`src/rtl/axi_burst_master_if.sv`:
```
// AXI4 bus bundle shared by the burst master and its slave.
// Five channels; m is the initiator view, s the target view.
interface axi_if #(
  parameter int ID_W_WIDTH = 4,
  parameter int ID_R_WIDTH = 4,
  parameter int ADDR_WIDTH = 16,
  parameter int DATA_WIDTH = 32
) ();
  logic [ID_W_WIDTH-1:0]   awid;
  logic [ADDR_WIDTH-1:0]   awaddr;
  logic [7:0]              awlen;
  logic [2:0]              awsize;
  logic [1:0]              awburst;
  logic                    awvalid;
  logic                    awready;
  logic [DATA_WIDTH-1:0]   wdata;
  logic [DATA_WIDTH/8-1:0] wstrb;
  logic                    wlast;
  logic                    wvalid;
  logic                    wready;
  logic [ID_W_WIDTH-1:0]   bid;
  logic [1:0]              bresp;
  logic                    bvalid;
  logic                    bready;
  logic [ID_R_WIDTH-1:0]   arid;
  logic [ADDR_WIDTH-1:0]   araddr;
  logic [7:0]              arlen;
  logic [2:0]              arsize;
  logic [1:0]              arburst;
  logic                    arvalid;
  logic                    arready;
  logic [ID_R_WIDTH-1:0]   rid;
  logic [DATA_WIDTH-1:0]   rdata;
  logic [1:0]              rresp;
  logic                    rlast;
  logic                    rvalid;
  logic                    rready;

  modport m (
    output awid, awaddr, awlen, awsize, awburst, awvalid,
    input  awready,
    output wdata, wstrb, wlast, wvalid,
    input  wready,
    input  bid, bresp, bvalid,
    output bready,
    output arid, araddr, arlen, arsize, arburst, arvalid,
    input  arready,
    input  rid, rdata, rresp, rlast, rvalid,
    output rready
  );

  modport s (
    input  awid, awaddr, awlen, awsize, awburst, awvalid,
    output awready,
    input  wdata, wstrb, wlast, wvalid,
    output wready,
    output bid, bresp, bvalid,
    input  bready,
    input  arid, araddr, arlen, arsize, arburst, arvalid,
    output arready,
    output rid, rdata, rresp, rlast, rvalid,
    input  rready
  );
endinterface

```
`src/rtl/axi_burst_master.sv`:
```
// Single-outstanding AXI4 INCR burst initiator.
// Client data streams pass straight through to W and R.
module axi_burst_master #(
  parameter int ID_W_WIDTH = 4,
  parameter int ID_R_WIDTH = 4,
  parameter int ADDR_WIDTH = 16,
  parameter int DATA_WIDTH = 32
) (
  input  logic                    clk,
  input  logic                    rst,
  axi_if.m                        axi_m,
  input  logic                    cmd_valid,
  output logic                    cmd_ready,
  input  logic                    cmd_write,
  input  logic [ADDR_WIDTH-1:0]   cmd_addr,
  input  logic [7:0]              cmd_len,
  input  logic [((ID_W_WIDTH > ID_R_WIDTH) ?
                 ID_W_WIDTH : ID_R_WIDTH)-1:0] cmd_id,
  input  logic                    wr_valid,
  output logic                    wr_ready,
  input  logic [DATA_WIDTH-1:0]   wr_data,
  input  logic [DATA_WIDTH/8-1:0] wr_strb,
  output logic                    rd_valid,
  input  logic                    rd_ready,
  output logic [DATA_WIDTH-1:0]   rd_data,
  output logic                    rd_last,
  output logic                    done,
  output logic                    done_err
);

  localparam int IDW =
    (ID_W_WIDTH > ID_R_WIDTH) ? ID_W_WIDTH : ID_R_WIDTH;
  localparam logic [2:0] SIZE = 3'($clog2(DATA_WIDTH / 8));

  typedef enum logic [2:0] {
    S_IDLE,
    S_ADDR_R,
    S_DATA_R,
    S_ADDR_W,
    S_DATA_W,
    S_RESP_B,
    S_DONE
  } state_t;

  state_t                state_q;
  state_t                state_d;
  logic [ADDR_WIDTH-1:0] addr_q;
  logic [7:0]            len_q;
  logic [7:0]            cnt_q;
  logic [IDW-1:0]        id_q;
  logic                  err_q;

  logic last_beat;
  logic accept;
  logic r_hs;
  logic w_hs;
  logic r_bad;
  logic b_bad;
  logic unused_resp;

  assign last_beat = (cnt_q == len_q);
  assign accept = (state_q == S_IDLE) && cmd_valid && !rst;
  assign r_hs = (state_q == S_DATA_R) && axi_m.rvalid && rd_ready;
  assign w_hs = (state_q == S_DATA_W) && wr_valid && axi_m.wready;
  assign r_bad = (axi_m.rlast != last_beat) ||
                 (axi_m.rid != id_q[ID_R_WIDTH-1:0]);
  assign b_bad = (axi_m.bid != id_q[ID_W_WIDTH-1:0]);
  assign unused_resp = ^{axi_m.rresp, axi_m.bresp};

  // State register; reset drops every VALID at once.
  always_ff @(posedge clk or posedge rst) begin
    if (rst) state_q <= S_IDLE;
    else     state_q <= state_d;
  end

  // Command latch, beat counter and sticky protocol-error flag.
  always_ff @(posedge clk or posedge rst) begin
    if (rst) begin
      addr_q <= '0;
      len_q  <= '0;
      cnt_q  <= '0;
      id_q   <= '0;
      err_q  <= 1'b0;
    end else if (accept) begin
      addr_q <= cmd_addr;
      len_q  <= cmd_len;
      id_q   <= cmd_id;
      cnt_q  <= '0;
      err_q  <= 1'b0;
    end else if (r_hs) begin
      cnt_q <= cnt_q + 8'd1;
      if (r_bad) err_q <= 1'b1;
    end else if (w_hs) begin
      cnt_q <= cnt_q + 8'd1;
    end else if (state_q == S_RESP_B &&
                 axi_m.bvalid && b_bad) begin
      err_q <= 1'b1;
    end
  end

  // Next state and all outputs, zero outside the owning state.
  always_comb begin
    state_d       = state_q;
    cmd_ready     = 1'b0;
    wr_ready      = 1'b0;
    rd_valid      = 1'b0;
    rd_data       = '0;
    rd_last       = 1'b0;
    done          = 1'b0;
    done_err      = 1'b0;
    axi_m.awid    = '0;
    axi_m.awaddr  = '0;
    axi_m.awlen   = '0;
    axi_m.awsize  = '0;
    axi_m.awburst = '0;
    axi_m.awvalid = 1'b0;
    axi_m.wdata   = '0;
    axi_m.wstrb   = '0;
    axi_m.wlast   = 1'b0;
    axi_m.wvalid  = 1'b0;
    axi_m.bready  = 1'b0;
    axi_m.arid    = '0;
    axi_m.araddr  = '0;
    axi_m.arlen   = '0;
    axi_m.arsize  = '0;
    axi_m.arburst = '0;
    axi_m.arvalid = 1'b0;
    axi_m.rready  = 1'b0;
    unique case (state_q)
      S_IDLE: begin
        cmd_ready = !rst;
        if (accept)
          state_d = cmd_write ? S_ADDR_W : S_ADDR_R;
      end
      S_ADDR_R: begin
        axi_m.arvalid = 1'b1;
        axi_m.araddr  = addr_q;
        axi_m.arlen   = len_q;
        axi_m.arid    = id_q[ID_R_WIDTH-1:0];
        axi_m.arsize  = SIZE;
        axi_m.arburst = 2'b01;
        if (axi_m.arready) state_d = S_DATA_R;
      end
      S_DATA_R: begin
        axi_m.rready = rd_ready;
        rd_valid     = axi_m.rvalid;
        rd_data      = axi_m.rdata;
        rd_last      = last_beat;
        if (r_hs && last_beat) state_d = S_DONE;
      end
      S_ADDR_W: begin
        axi_m.awvalid = 1'b1;
        axi_m.awaddr  = addr_q;
        axi_m.awlen   = len_q;
        axi_m.awid    = id_q[ID_W_WIDTH-1:0];
        axi_m.awsize  = SIZE;
        axi_m.awburst = 2'b01;
        if (axi_m.awready) state_d = S_DATA_W;
      end
      S_DATA_W: begin
        axi_m.wvalid = wr_valid;
        wr_ready     = axi_m.wready;
        axi_m.wdata  = wr_data;
        axi_m.wstrb  = wr_strb;
        axi_m.wlast  = last_beat;
        if (w_hs && last_beat) state_d = S_RESP_B;
      end
      S_RESP_B: begin
        axi_m.bready = 1'b1;
        if (axi_m.bvalid) state_d = S_DONE;
      end
      S_DONE: begin
        done     = 1'b1;
        done_err = err_q;
        state_d  = S_IDLE;
      end
      default: state_d = S_IDLE;
    endcase
  end

endmodule
```
`src/flat_wrapper.sv`:
```
// flat-port wrapper written by rule: the top's interface ports become plain ports
module axi_burst_master_flat 
#(
  parameter int ID_W_WIDTH = 4,
  parameter int ID_R_WIDTH = 4,
  parameter int ADDR_WIDTH = 16,
  parameter int DATA_WIDTH = 32
)
  (clk, rst, cmd_valid, cmd_ready, cmd_write, cmd_addr, cmd_len, cmd_id, wr_valid, wr_ready, wr_data, wr_strb, rd_valid, rd_ready, rd_data, rd_last, done, done_err, axi_m_awid, axi_m_awaddr, axi_m_awlen, axi_m_awsize, axi_m_awburst, axi_m_awvalid, axi_m_awready, axi_m_wdata, axi_m_wstrb, axi_m_wlast, axi_m_wvalid, axi_m_wready, axi_m_bid, axi_m_bresp, axi_m_bvalid, axi_m_bready, axi_m_arid, axi_m_araddr, axi_m_arlen, axi_m_arsize, axi_m_arburst, axi_m_arvalid, axi_m_arready, axi_m_rid, axi_m_rdata, axi_m_rresp, axi_m_rlast, axi_m_rvalid, axi_m_rready);
  axi_if #(.ID_W_WIDTH(ID_W_WIDTH), .ID_R_WIDTH(ID_R_WIDTH), .ADDR_WIDTH(ADDR_WIDTH), .DATA_WIDTH(DATA_WIDTH)) axi_m_i ();
  input  logic clk;
  input  logic rst;
  input  logic cmd_valid;
  output logic cmd_ready;
  input  logic cmd_write;
  input  logic [ADDR_WIDTH-1:0] cmd_addr;
  input  logic [7:0] cmd_len;
  input  logic [((ID_W_WIDTH > ID_R_WIDTH) ?
                 ID_W_WIDTH : ID_R_WIDTH)-1:0] cmd_id;
  input  logic wr_valid;
  output logic wr_ready;
  input  logic [DATA_WIDTH-1:0] wr_data;
  input  logic [DATA_WIDTH/8-1:0] wr_strb;
  output logic rd_valid;
  input  logic rd_ready;
  output logic [DATA_WIDTH-1:0] rd_data;
  output logic rd_last;
  output logic done;
  output logic done_err;
  output wire logic [$bits(axi_m_i.awid)-1:0] axi_m_awid;
  output wire logic [$bits(axi_m_i.awaddr)-1:0] axi_m_awaddr;
  output wire logic [$bits(axi_m_i.awlen)-1:0] axi_m_awlen;
  output wire logic [$bits(axi_m_i.awsize)-1:0] axi_m_awsize;
  output wire logic [$bits(axi_m_i.awburst)-1:0] axi_m_awburst;
  output wire logic [$bits(axi_m_i.awvalid)-1:0] axi_m_awvalid;
  input wire logic [$bits(axi_m_i.awready)-1:0] axi_m_awready;
  output wire logic [$bits(axi_m_i.wdata)-1:0] axi_m_wdata;
  output wire logic [$bits(axi_m_i.wstrb)-1:0] axi_m_wstrb;
  output wire logic [$bits(axi_m_i.wlast)-1:0] axi_m_wlast;
  output wire logic [$bits(axi_m_i.wvalid)-1:0] axi_m_wvalid;
  input wire logic [$bits(axi_m_i.wready)-1:0] axi_m_wready;
  input wire logic [$bits(axi_m_i.bid)-1:0] axi_m_bid;
  input wire logic [$bits(axi_m_i.bresp)-1:0] axi_m_bresp;
  input wire logic [$bits(axi_m_i.bvalid)-1:0] axi_m_bvalid;
  output wire logic [$bits(axi_m_i.bready)-1:0] axi_m_bready;
  output wire logic [$bits(axi_m_i.arid)-1:0] axi_m_arid;
  output wire logic [$bits(axi_m_i.araddr)-1:0] axi_m_araddr;
  output wire logic [$bits(axi_m_i.arlen)-1:0] axi_m_arlen;
  output wire logic [$bits(axi_m_i.arsize)-1:0] axi_m_arsize;
  output wire logic [$bits(axi_m_i.arburst)-1:0] axi_m_arburst;
  output wire logic [$bits(axi_m_i.arvalid)-1:0] axi_m_arvalid;
  input wire logic [$bits(axi_m_i.arready)-1:0] axi_m_arready;
  input wire logic [$bits(axi_m_i.rid)-1:0] axi_m_rid;
  input wire logic [$bits(axi_m_i.rdata)-1:0] axi_m_rdata;
  input wire logic [$bits(axi_m_i.rresp)-1:0] axi_m_rresp;
  input wire logic [$bits(axi_m_i.rlast)-1:0] axi_m_rlast;
  input wire logic [$bits(axi_m_i.rvalid)-1:0] axi_m_rvalid;
  output wire logic [$bits(axi_m_i.rready)-1:0] axi_m_rready;
  assign axi_m_awid = axi_m_i.awid;
  assign axi_m_awaddr = axi_m_i.awaddr;
  assign axi_m_awlen = axi_m_i.awlen;
  assign axi_m_awsize = axi_m_i.awsize;
  assign axi_m_awburst = axi_m_i.awburst;
  assign axi_m_awvalid = axi_m_i.awvalid;
  assign axi_m_i.awready = axi_m_awready;
  assign axi_m_wdata = axi_m_i.wdata;
  assign axi_m_wstrb = axi_m_i.wstrb;
  assign axi_m_wlast = axi_m_i.wlast;
  assign axi_m_wvalid = axi_m_i.wvalid;
  assign axi_m_i.wready = axi_m_wready;
  assign axi_m_i.bid = axi_m_bid;
  assign axi_m_i.bresp = axi_m_bresp;
  assign axi_m_i.bvalid = axi_m_bvalid;
  assign axi_m_bready = axi_m_i.bready;
  assign axi_m_arid = axi_m_i.arid;
  assign axi_m_araddr = axi_m_i.araddr;
  assign axi_m_arlen = axi_m_i.arlen;
  assign axi_m_arsize = axi_m_i.arsize;
  assign axi_m_arburst = axi_m_i.arburst;
  assign axi_m_arvalid = axi_m_i.arvalid;
  assign axi_m_i.arready = axi_m_arready;
  assign axi_m_i.rid = axi_m_rid;
  assign axi_m_i.rdata = axi_m_rdata;
  assign axi_m_i.rresp = axi_m_rresp;
  assign axi_m_i.rlast = axi_m_rlast;
  assign axi_m_i.rvalid = axi_m_rvalid;
  assign axi_m_rready = axi_m_i.rready;
  axi_burst_master #(.ID_W_WIDTH(ID_W_WIDTH), .ID_R_WIDTH(ID_R_WIDTH), .ADDR_WIDTH(ADDR_WIDTH), .DATA_WIDTH(DATA_WIDTH)) u_core (.clk(clk), .rst(rst), .axi_m(axi_m_i), .cmd_valid(cmd_valid), .cmd_ready(cmd_ready), .cmd_write(cmd_write), .cmd_addr(cmd_addr), .cmd_len(cmd_len), .cmd_id(cmd_id), .wr_valid(wr_valid), .wr_ready(wr_ready), .wr_data(wr_data), .wr_strb(wr_strb), .rd_valid(rd_valid), .rd_ready(rd_ready), .rd_data(rd_data), .rd_last(rd_last), .done(done), .done_err(done_err));
endmodule
```
`config.mk`:
```
export PLATFORM = sky130hd
export DESIGN_NAME = axi_burst_master_flat
export DESIGN_NICKNAME = d
export VERILOG_FILES = /design/src/rtl/axi_burst_master_if.sv /design/src/rtl/axi_burst_master.sv /design/src/flat_wrapper.sv
export SDC_FILE = /design/constraint.sdc
export NUM_CORES = 1
export LEC_CHECK = 0
export BUFFER_PORTS_ARGS = -buffer_cell sky130_fd_sc_hd__buf_2
export CAP_MARGIN = 10
export CORE_AREA = 4 4 102 104
export DETAILED_ROUTE_END_ITERATION = 10
export DIE_AREA = 0 0 106 108
export MAX_ROUTING_LAYER = met4
export PLACE_DENSITY = 0.67
export REMOVE_ABC_BUFFERS = 1
export SLEW_MARGIN = 20
export SYNTH_ARGS = -nofsm -noshare
export SYNTH_HDL_FRONTEND = slang
export SYNTH_SLANG_ARGS = --single-unit
```
`constraint.sdc`:
```
create_clock -name clk -period 4.7 [get_ports clk]
set_input_delay 0.235 -clock clk [delete_from_list [all_inputs] [get_ports clk]]
set_output_delay 0.235 -clock clk [all_outputs]
set_load 0.02 [all_outputs]
```
==> impl_metrics.yaml <==
logic_synthesis:
  ys_seq_area_share_pct: 33.8
  synthTopCellsByCount: "and2_1 (130), nand2_1 (90), dfrtp_1 (40), clkbuf_1 (16), xor2_1 (15)"
  synth_largest_area_cell: "dfrtp_1"
  avgSynthCellArea_um2: 7.90
  syn-cell-area_um2: 2960
  ys_ff_latch: 40
  yosys_most_used_dff: "dfrtp_1"
  ys_types: 35
  synth.top_cell.area_share_pct: 33.8
  yosysMostFrequentCell: "and2_1"
  synth.area.top_cells: "dfrtp_1 (34%), and2_1 (27%), nand2_1 (11%), xor2_1 (4.4%), buf_4 (2.8%)"
  yosysWarnings: 0
  synthArstFlopShare_pct: 100
  synthCells: 375
  synth_edf_count: 0
power_and_ir_drop:
  report.power.total_mw: 2.10
  power-per-cell-area_nw_per_um2: 477
  leakagePower_nw: 2.68
  ir_drop_v: 0.000230
routing:
  wl_um: 13500
  wl_per_cell_um: 18.0
  routed_via_density: 4.54
  num_vias: 3393
  drtIter0Drc: 142
  ant_nets: 0
  drt_pre_antenna_iters: 4
  route.detailed.drc: 0
place:
  post-dp-hpwl_um: 11400
  dpl_cell_area_um2: 4270
  gp_congestion: 0.884
  io_buffers: 255
  pre_cts_slack_ps: 2180
  dp.cells: 739
min_path:
  holdCritPathClass: "input port to asynchronous set/reset pin"
flow_run:
  max_cap_viol_count: 0
sta:
  tightest_slew_ps: 979
  fin_ws_ps: 2170
  slew_viol_final: 0
  max_slew_margin_pct: 34.6
  period_share_pct: 53.8
  setup_viol: 0
  grt_setup_unrepaired: "no"
  setup_tns_ps: 0
  hold_viol_final: 0
  post-route-min-period_ps: 2530
  fmax_ghz: 0.396
  holdWs_ps: 68.3
  skew_ps: 11.2
cts:
  worstSkewPairLatency_ps: 290
  cts.root.buffer_cell: "clkbuf_8"
  cts-htree-levels: 2
  cts_hold_buf: 0
  cts.clk_slew.worst_paths_ps: 80
  cts_tree: "built"
  cts_setup_buffers: 0
  cts_sinks: 40
  cts_made_buffers: 5
  ctsResizeCount: 0
  cts.path.max_buffers: 2
critical_path:
  cp-end-kind: "flip-flop"
  reg2reg_from: "u_core.state_q[1]"
  worst_r2r_endpoint: "u_core.state_q[1]"
  reg2reg_setup_slack_ps: 2170
  start_kind: "flip-flop"
  cp.required_ps: 4880
  crit_type: "flip-flop to flip-flop"
  cp.arrival_ps: 2710
  critPathMaxFanout: 22
  ff2ff_path_depth: 5
layout:
  fin_util_pct: 46.0
  fin_cells: 747
  final_cell_area_um2: 4390
  nNetsFinal: 735
  syn_to_final_growth_pct: 48.2
  num_antenna_cells: 0
  drive_gt1_share_pct: 46.1
outcome:
  status: "finished, final reports clean"
global_route:
  grt_pass1_vias: 3442
  grt_use_total_pct: 23.3
  grt_pass1_wl_um: 19600
  overflow: 0
  grt_max_degree: 41
  antenna_found_initial: 0
die:
  die_h_um: 108
  ioPinCount: 266
  core_area_um2: 9550
  rows: 36
  die_x_um: 106
  die-area_um2: 11400
  initial_core_util_pct: 31.0
cell usage in the layout, fill, tap and decap left out, types with 2 or more instances in the layout:
master / Yosys / layout
a21oi_1: 2 / 2
and2_1: 130 / 130
and3_1: 4 / 4
buf_2: 3 / 255
buf_4: 11 / 4
clkbuf_8: 1 / 6
conb_1: 1 / 6
dfrtp_1: 40 / 40
ha_1: 2 / 2
inv_1: 3 / 3
mux2i_1: 2 / 2
nand2_1: 90 / 90
nand4_1: 7 / 7
nor2_1: 9 / 9
nor2_2: 5 / 5
nor3_1: 4 / 2
nor3_2: 0 / 2
nor4_1: 2 / 2
o21ai_0: 2 / 2
o41ai_1: 2 / 2
or3b_4: 2 / 2
xnor2_1: 9 / 9
xor2_1: 15 / 15
flip-flops by register name, summed over array words and instances, names as in the netlist:
signal and flops:
u_core.id_q 4, u_core.err_q 1, u_core.addr_q 16, u_core.len_q 8, u_core.state_q 3, u_core.cnt_q 8
critical path, stage by stage, from the launching register on:
cell and delay [ps]:
dfrtp_1 540, nor4_2 370, and2_1 600, buf_4 390, o41ai_1 160, o41ai_1 350
report_power, final:
group          switching (mW)  internal [mW]  leakage (nW)
Clock                   0.127          0.174        0.0614
Sequential              0.193          0.498         0.506
Combinational           0.671          0.435          2.11
final cells by class:
class                      count  area [um2]
multi-input combinational    304        1790
clock buffer                   6        82.6
sequential                    40        1000
inverter                       3        11.3
fill                        1041        5160
tap                          133         166
clock inverter                 2        38.8
timing repair buffer         259        1310
metal layers:
| metal | GRT usage, % | wire [um] |
|---|---|---|
| met1 | 26.8 | 5300 |
| met2 | 37.2 | 6130 |
| met3 | 8.48 | 1460 |
| met5 | - | 0 |
| met4 | 9.53 | 554 |
worst max-delay path by stage:
| stage | to | depth (start not counted) | from |
|---|---|---|---|
| final | u_core.state_q[1] | 5 | u_core.state_q[1] |
| after global routing | u_core.state_q[1] | 5 | u_core.state_q[1] |
| after CTS | u_core.state_q[1] | 5 | u_core.state_q[1] |
| after detailed placement | u_core.state_q[1] | 5 | u_core.state_q[1] |
| after global placement | u_core.state_q[1] | 5 | u_core.state_q[1] |
| after floorplan | u_core.state_q[1] | 4 | u_core.state_q[1] |
cells by family (layout without fill, tap and decap cells):
group | count (synthesis) | in the layout | share of synthesized area [%]
other cells | 1 | 6 | 0.127
compound gates | 13 | 13 | 4.05
xor+xnor | 24 | 24 | 7.09
mux | 2 | 2 | 0.675
simple gates | 257 | 257 | 46.5
buf+inv | 36 | 270 | 6.92
fa+ha+maj | 2 | 2 | 0.844
flops | 40 | 40 | 33.8
(Power assumes the default switching activity.)
